### config.mk
export PLATFORM = sky130hd
export DESIGN_NAME = wmst_arbiter
export DESIGN_NICKNAME = d
export VERILOG_FILES = /design/src/rtl/wmst_arbiter_pkg.sv /design/src/rtl/wmst_arbiter_rr_arb2.sv /design/src/rtl/wmst_arbiter.sv
export SDC_FILE = /design/constraint.sdc
export NUM_CORES = 1
export LEC_CHECK = 0
export CORE_ASPECT_RATIO = 1.5
export CORE_UTILIZATION = 40
export CTS_CLUSTER_SIZE = 24
export DETAILED_ROUTE_END_ITERATION = 8
export PLACE_DENSITY = 0.67
export SLEW_MARGIN = 20
export SYNTH_ARGS = -nofsm -noshare
export SYNTH_HDL_FRONTEND = slang
export SYNTH_HIERARCHICAL = 1
export SYNTH_SLANG_ARGS = --single-unit
### constraint.sdc
create_clock -name clk -period 3.73 [get_ports clk]
set_input_delay 0.746 -clock clk [delete_from_list [all_inputs] [get_ports clk]]
set_output_delay 0.746 -clock clk [all_outputs]
set_load 0.01 [all_outputs]
### src/rtl/wmst_arbiter_pkg.sv
// Shared accelerator constants for the write-master arbiter: FSM state
// encodings and a small helper for the round-robin pointer update.
package wmst_arbiter_pkg;

  // Arbiter FSM states; encodings are fixed so other blocks can decode them.
  typedef enum logic [1:0] {
    IDLE   = 2'b00,
    CONFIG = 2'b01,
    TRANS  = 2'b10,
    DONE   = 2'b11
  } wmst_state_t;

  localparam int NUM_REQ = 2;

  // After a transfer completes, priority moves to the requester that was not
  // served: a one-hot grant of 2'b01 (req0) hands priority to req1 (rr=1).
  function automatic logic next_rr(input logic [1:0] served);
    return served[0];
  endfunction

endpackage

### src/rtl/wmst_arbiter_rr_arb2.sv
// Two-input round-robin grant selector. The requester named by rr wins if it
// is pending, otherwise the other requester wins; no pending gives 2'b00.
module rr_arb2
  import wmst_arbiter_pkg::*;
(
  input  logic [1:0] pending,
  input  logic       rr,
  output logic [1:0] winner
);

  // Pick the one-hot winner from the pending bits and the priority pointer.
  always_comb begin
    // NOTE: assign a default before any branch so no path leaves winner
    // unassigned; otherwise synthesis infers a latch.
    winner = 2'b00;
    if (pending[rr]) begin
      winner[rr] = 1'b1;
    end else if (pending[~rr]) begin
      winner[~rr] = 1'b1;
    end
  end

endmodule

### src/rtl/wmst_arbiter.sv
// Write-master arbiter: shares one Avalon write master between two store
// controllers. Requests are captured into per-requester holding registers,
// then served one at a time in round-robin order through the sequence
// IDLE -> CONFIG -> TRANS -> DONE.
module wmst_arbiter
  import wmst_arbiter_pkg::*;
#(
  parameter int XAW = 32,
  parameter int CW  = 16
) (
  input  logic           clk,
  input  logic           rst,
  input  logic           req0_start,
  input  logic           req1_start,
  input  logic [XAW-1:0] req0_waddr,
  input  logic [XAW-1:0] req1_waddr,
  input  logic [CW-1:0]  req0_iolen,
  input  logic [CW-1:0]  req1_iolen,
  output logic           req0_done,
  output logic           req1_done,
  output logic [1:0]     grant,
  output logic           trans_start,
  output logic [XAW-1:0] param_waddr,
  output logic [CW-1:0]  param_iolen,
  input  logic           trans_done,
  output logic           req_ovf
);

  wmst_state_t    state;
  logic [1:0]     pending;
  logic           rr;
  logic [1:0]     req_done;
  logic [XAW-1:0] hold_waddr [NUM_REQ];
  logic [CW-1:0]  hold_iolen [NUM_REQ];

  logic [1:0]     start;
  logic [1:0]     clr;
  logic [1:0]     accept;
  logic           ovf_hit;
  logic [1:0]     winner;
  logic           win_idx;

  assign start   = {req1_start, req0_start};
  // The granted requester's pending bit clears on the edge that leaves DONE.
  assign clr     = (state == DONE) ? grant : 2'b00;
  // A start is taken when nothing is pending, or when the bit clears on the
  // same edge (the new request wins over the clear).
  assign accept  = start & (~pending | clr);
  assign ovf_hit = |(start & pending & ~clr);

  assign req0_done = req_done[0];
  assign req1_done = req_done[1];

  rr_arb2 u_rr_arb2 (
    .pending (pending),
    .rr      (rr),
    .winner  (winner)
  );

  assign win_idx = winner[1];

  // Capture requests into pending bits and holding registers; flag overflow.
  always_ff @(posedge clk or negedge rst) begin
    // NOTE: the holding registers are plain flops, not a RAM, so they are
    // reset along with everything else; a real memory array would not be.
    if (!rst) begin
      pending <= 2'b00;
      req_ovf <= 1'b0;
      for (int n = 0; n < NUM_REQ; n++) begin
        hold_waddr[n] <= '0;
        hold_iolen[n] <= '0;
      end
    end else begin
      // NOTE: sequential state always uses non-blocking assignment so every
      // flop sees pre-edge values regardless of statement order.
      pending <= (pending & ~clr) | start;
      if (ovf_hit) begin
        req_ovf <= 1'b1;
      end
      if (accept[0]) begin
        hold_waddr[0] <= req0_waddr;
        hold_iolen[0] <= req0_iolen;
      end
      if (accept[1]) begin
        hold_waddr[1] <= req1_waddr;
        hold_iolen[1] <= req1_iolen;
      end
    end
  end

  // Transfer sequencing FSM with registered grant, parameters and pulses.
  always_ff @(posedge clk or negedge rst) begin
    if (!rst) begin
      state       <= IDLE;
      rr          <= 1'b0;
      grant       <= 2'b00;
      trans_start <= 1'b0;
      req_done    <= 2'b00;
      param_waddr <= '0;
      param_iolen <= '0;
    end else begin
      trans_start <= 1'b0;
      req_done    <= 2'b00;
      unique case (state)
        IDLE: begin
          if (|pending) begin
            state       <= CONFIG;
            grant       <= winner;
            param_waddr <= hold_waddr[win_idx];
            param_iolen <= hold_iolen[win_idx];
          end
        end
        CONFIG: begin
          state       <= TRANS;
          trans_start <= 1'b1;
        end
        TRANS: begin
          if (trans_done) begin
            state    <= DONE;
            req_done <= grant;
          end
        end
        DONE: begin
          state <= IDLE;
          rr    <= next_rr(grant);
          grant <= 2'b00;
        end
        default: state <= IDLE;
      endcase
    end
  end

endmodule

==> results_dict.tcl <==
set metrics [dict create \
    p_leak_uw 0.00397 \
    fmax_ghz 0.429 \
    cts_tree "yes" \
    avgRoutedWirePerCell_um 17.3 \
    switching_share_pct 30.8 \
    hold_violations 0 \
    drt_wl_total_um 14300 \
    ys_seq_elements 155 \
    htreeDepth 4 \
    area_growth_pct 35.1 \
    syn_inst 461 \
    synth_warnings 6 \
    antenna_found_initial 0 \
    die_w_um 106 \
    ant_nets 0 \
    die_area_mm2 0.0168 \
    core_mm2 0.0158 \
    fin_crit_ns 2.33 \
    ys_async_sr_fraction_pct 100 \
    grt_pass1_wl_um 23000 \
    ir_worst_vdd_mv 0.434 \
    ff2ff_setup_slack_ns 1.40 \
    p_clk_share_pct 23.3 \
    tightest_slew_ns 0.889 \
    dpl.cell_count 795 \
    wl_met1_um 5840 \
    crit_required_ns 4.03 \
    crit_end "hold_waddr[39]$_DFFE_PN0P_" \
    boundaryPins 155 \
    drt_iter0_drc 149 \
    cp-start-kind "flip-flop" \
    finalNonFillerCells 826 \
    top_layer_used "met4" \
    synth_flop_cell "dfrtp_1" \
    power.total_uw 7350 \
    clk_latency_ns 0.41 \
    cpMaxStageDelayCell "nand2_2" \
    hpwlAfterDp_um 9530 \
    synth_edf_count 0 \
    insertedDiodeCount 0 \
    crit_chain "ha_1 > a21bo_1 > nand2_2 > buf_12 > mux2_2" \
    layout-drive-gt1-share_pct 22.2 \
    rows 56 \
    drc 0 \
    finalCritPeriodShare_pct 62.5 \
    grt_max_degree 96 \
    cp.arrival_ns 2.63 \
    setup_violations 0 \
    synth_fp_nets 568 \
    cts_root_buf "clkbuf_16" \
    internal-power_uw 5090 \
    slew_violations 0 \
    post_drt_via_cell_ratio 4.88 \
    cts_made_buffers 17 \
    wl_met3_um 460 \
    crit_fanout 26 \
    pwr-share-seq_pct 39.7 \
    cts_resized 0 \
    syn_avg_cell_area_um2 14.1 \
    ys_seq_area_share_pct 59.7 \
    max_cap_violations 0 \
    status "complete, no violations" \
    r2r_cells 5 \
    end_kind "flip-flop" \
    rsz0062_at_grt "false" \
    wl_met2_um 7830 \
    gp_congestion 0.769 \
    start_util_pct 41.2 \
    rr_endpoint "hold_waddr[39]$_DFFE_PN0P_" \
    grt_pass1_vias 4388 \
    clk_path_buf_depth 2 \
    post_cts_buffers 0 \
    tns_ns 0 \
    gr-total-overflow 0 \
    vias 4027 \
    setup.worst_path.class "flip-flop to flip-flop" \
    postCtsHoldBufs 0 \
    cts.sinks 155 \
    max-slew-margin-rel_pct 40.8 \
    drt_pre_antenna_iters 4 \
    yosys.cell_types.count 28 \
    p_comb_share_pct 36.9 \
    worstReg2RegStart "state[0]$_DFFE_PN0P_" \
    nNetsFinal 718 \
    crit_path_start "state[0]$_DFFE_PN0P_" \
    power_switching_uw 2260 \
    synth_area_mm2 0.00649 \
    whs_ns 0.410 \
    p_per_area_mw_per_mm2 838 \
    final_core_util_pct 55.7 \
    clock_skew_ns 0.0111 \
    slowest_delay_ns 0.58 \
    clkTransAtPathRegs_ns 0.06 \
    hold_class "input pin to asynchronous set/reset pin" \
    io_buffers 154 \
    die_h_um 158 \
    track_usage_pct 18.1 \
]
-- power groups by stage --
stage	sequential, µW	combinational (µW)	clock (µW)
6_report	2920	2720	1710
5_1_grt	3020	2980	1830
4_1_cts	2930	2760	1750
3_5_place_dp	2950	2740	0
3_3_place_gp	2910	2670	0
2_1_floorplan	2930	1730	0
-- sequential cells by signal, indices dropped and copies added, names as in the netlist --
register,cells
pending,2
trans_start,1
grant,2
param_waddr,32
hold_iolen,32
req_ovf,1
hold_waddr,64
rr,1
req_done,2
state,2
param_iolen,16
-- area by class of cell --
| type | count | area [µm²] |
|---|---|---|
| inverter | 4 | 15.0 |
| timing repair buffer | 158 | 1610 |
| sequential | 155 | 3880 |
| clock buffer | 22 | 474 |
| multi-input combinational | 275 | 2430 |
| fill | 1305 | 6990 |
| clock inverter | 9 | 114 |
| tap | 203 | 254 |
-- worst max-delay path, delay by kind of cell, from the launching register on --
family / cells / cell delay, ns
and+or+nand+nor: 1 / 0.58
buffers and inverters: 1 / 0.29
AOI/OAI and AO/OA: 1 / 0.23
adders and majority gates: 1 / 0.29
DFF: 1 / 0.44
muxes: 1 / 0.35
-- synth_stat cells (all sizes together) (3+ instances only) --
cell type	count	area, µm²
a21boi	3	26.3
mux2	98	1250
inv	4	15.0
o21ai	50	250
nand2	53	201
buf	22	175
clkbuf	5	18.8
mux2i	48	480
dfrtp	155	3880
ha	6	75.1
-- placed cells by master, fill, tap and decap left out, types with 2 or more instances in the layout --
master and instances:
nand2_1 52, clkbuf_1 2, and3_1 2, mux2_2 58
clkinv_4 2, o31ai_1 2, nor3b_1 2, mux2_4 40
nor2_1 2, a21oi_1 2, clkbuf_16 17, bufinv_16 2
inv_1 4, clkbuf_8 3, dfrtp_1 155, clkinvlp_4 3
ha_1 6, buf_12 3, o21ai_0 49, clkdlybuf4s50_1 153
a31oi_1 2, mux2i_1 48
-- metrics by stage --
| step | setup slack, ns | instance area [µm²] |
|---|---|---|
| after floorplan | 2.08 | 6490 |
| after global placement | 1.16 | 8190 |
| after detailed placement | 1.13 | 8190 |
| after CTS | 1.38 | 8770 |
| after global routing | 1.28 | 8770 |
| final | 1.40 | 8770 |
-- per-layer routing --
| metal | track usage [%] | vias to the layer above |
|---|---|---|
| met3 | 3.09 | 15 |
| met5 | 0 | - |
| li1 | - | 1907 |
| met1 | 21.0 | 2017 |
| met4 | 6.35 | 0 |
| met2 | 33.2 | 88 |
-- cells by family after synthesis --
group / after synthesis / synth area share [%]
muxes: 146 / 26.7
and+or+nand+nor: 62 / 4.05
DFF: 155 / 59.7
adders and majority gates: 6 / 1.16
AOI/OAI and AO/OA: 61 / 5.13
buffers and inverters: 31 / 3.22
-- worst min path at each step --
stage | to | depth (start not counted)
3_5_place_dp | param_waddr[21]$_DFFE_PN0P_ | 2
6_report | param_iolen[11]$_DFFE_PN0P_ | 1
3_3_place_gp | param_waddr[23]$_DFFE_PN0P_ | 2
2_1_floorplan | grant[0]$_DFFE_PN0P_ | 0
4_1_cts | param_iolen[11]$_DFFE_PN0P_ | 1
5_1_grt | param_iolen[11]$_DFFE_PN0P_ | 1
Note: power is estimated with default switching activity, not from simulation.
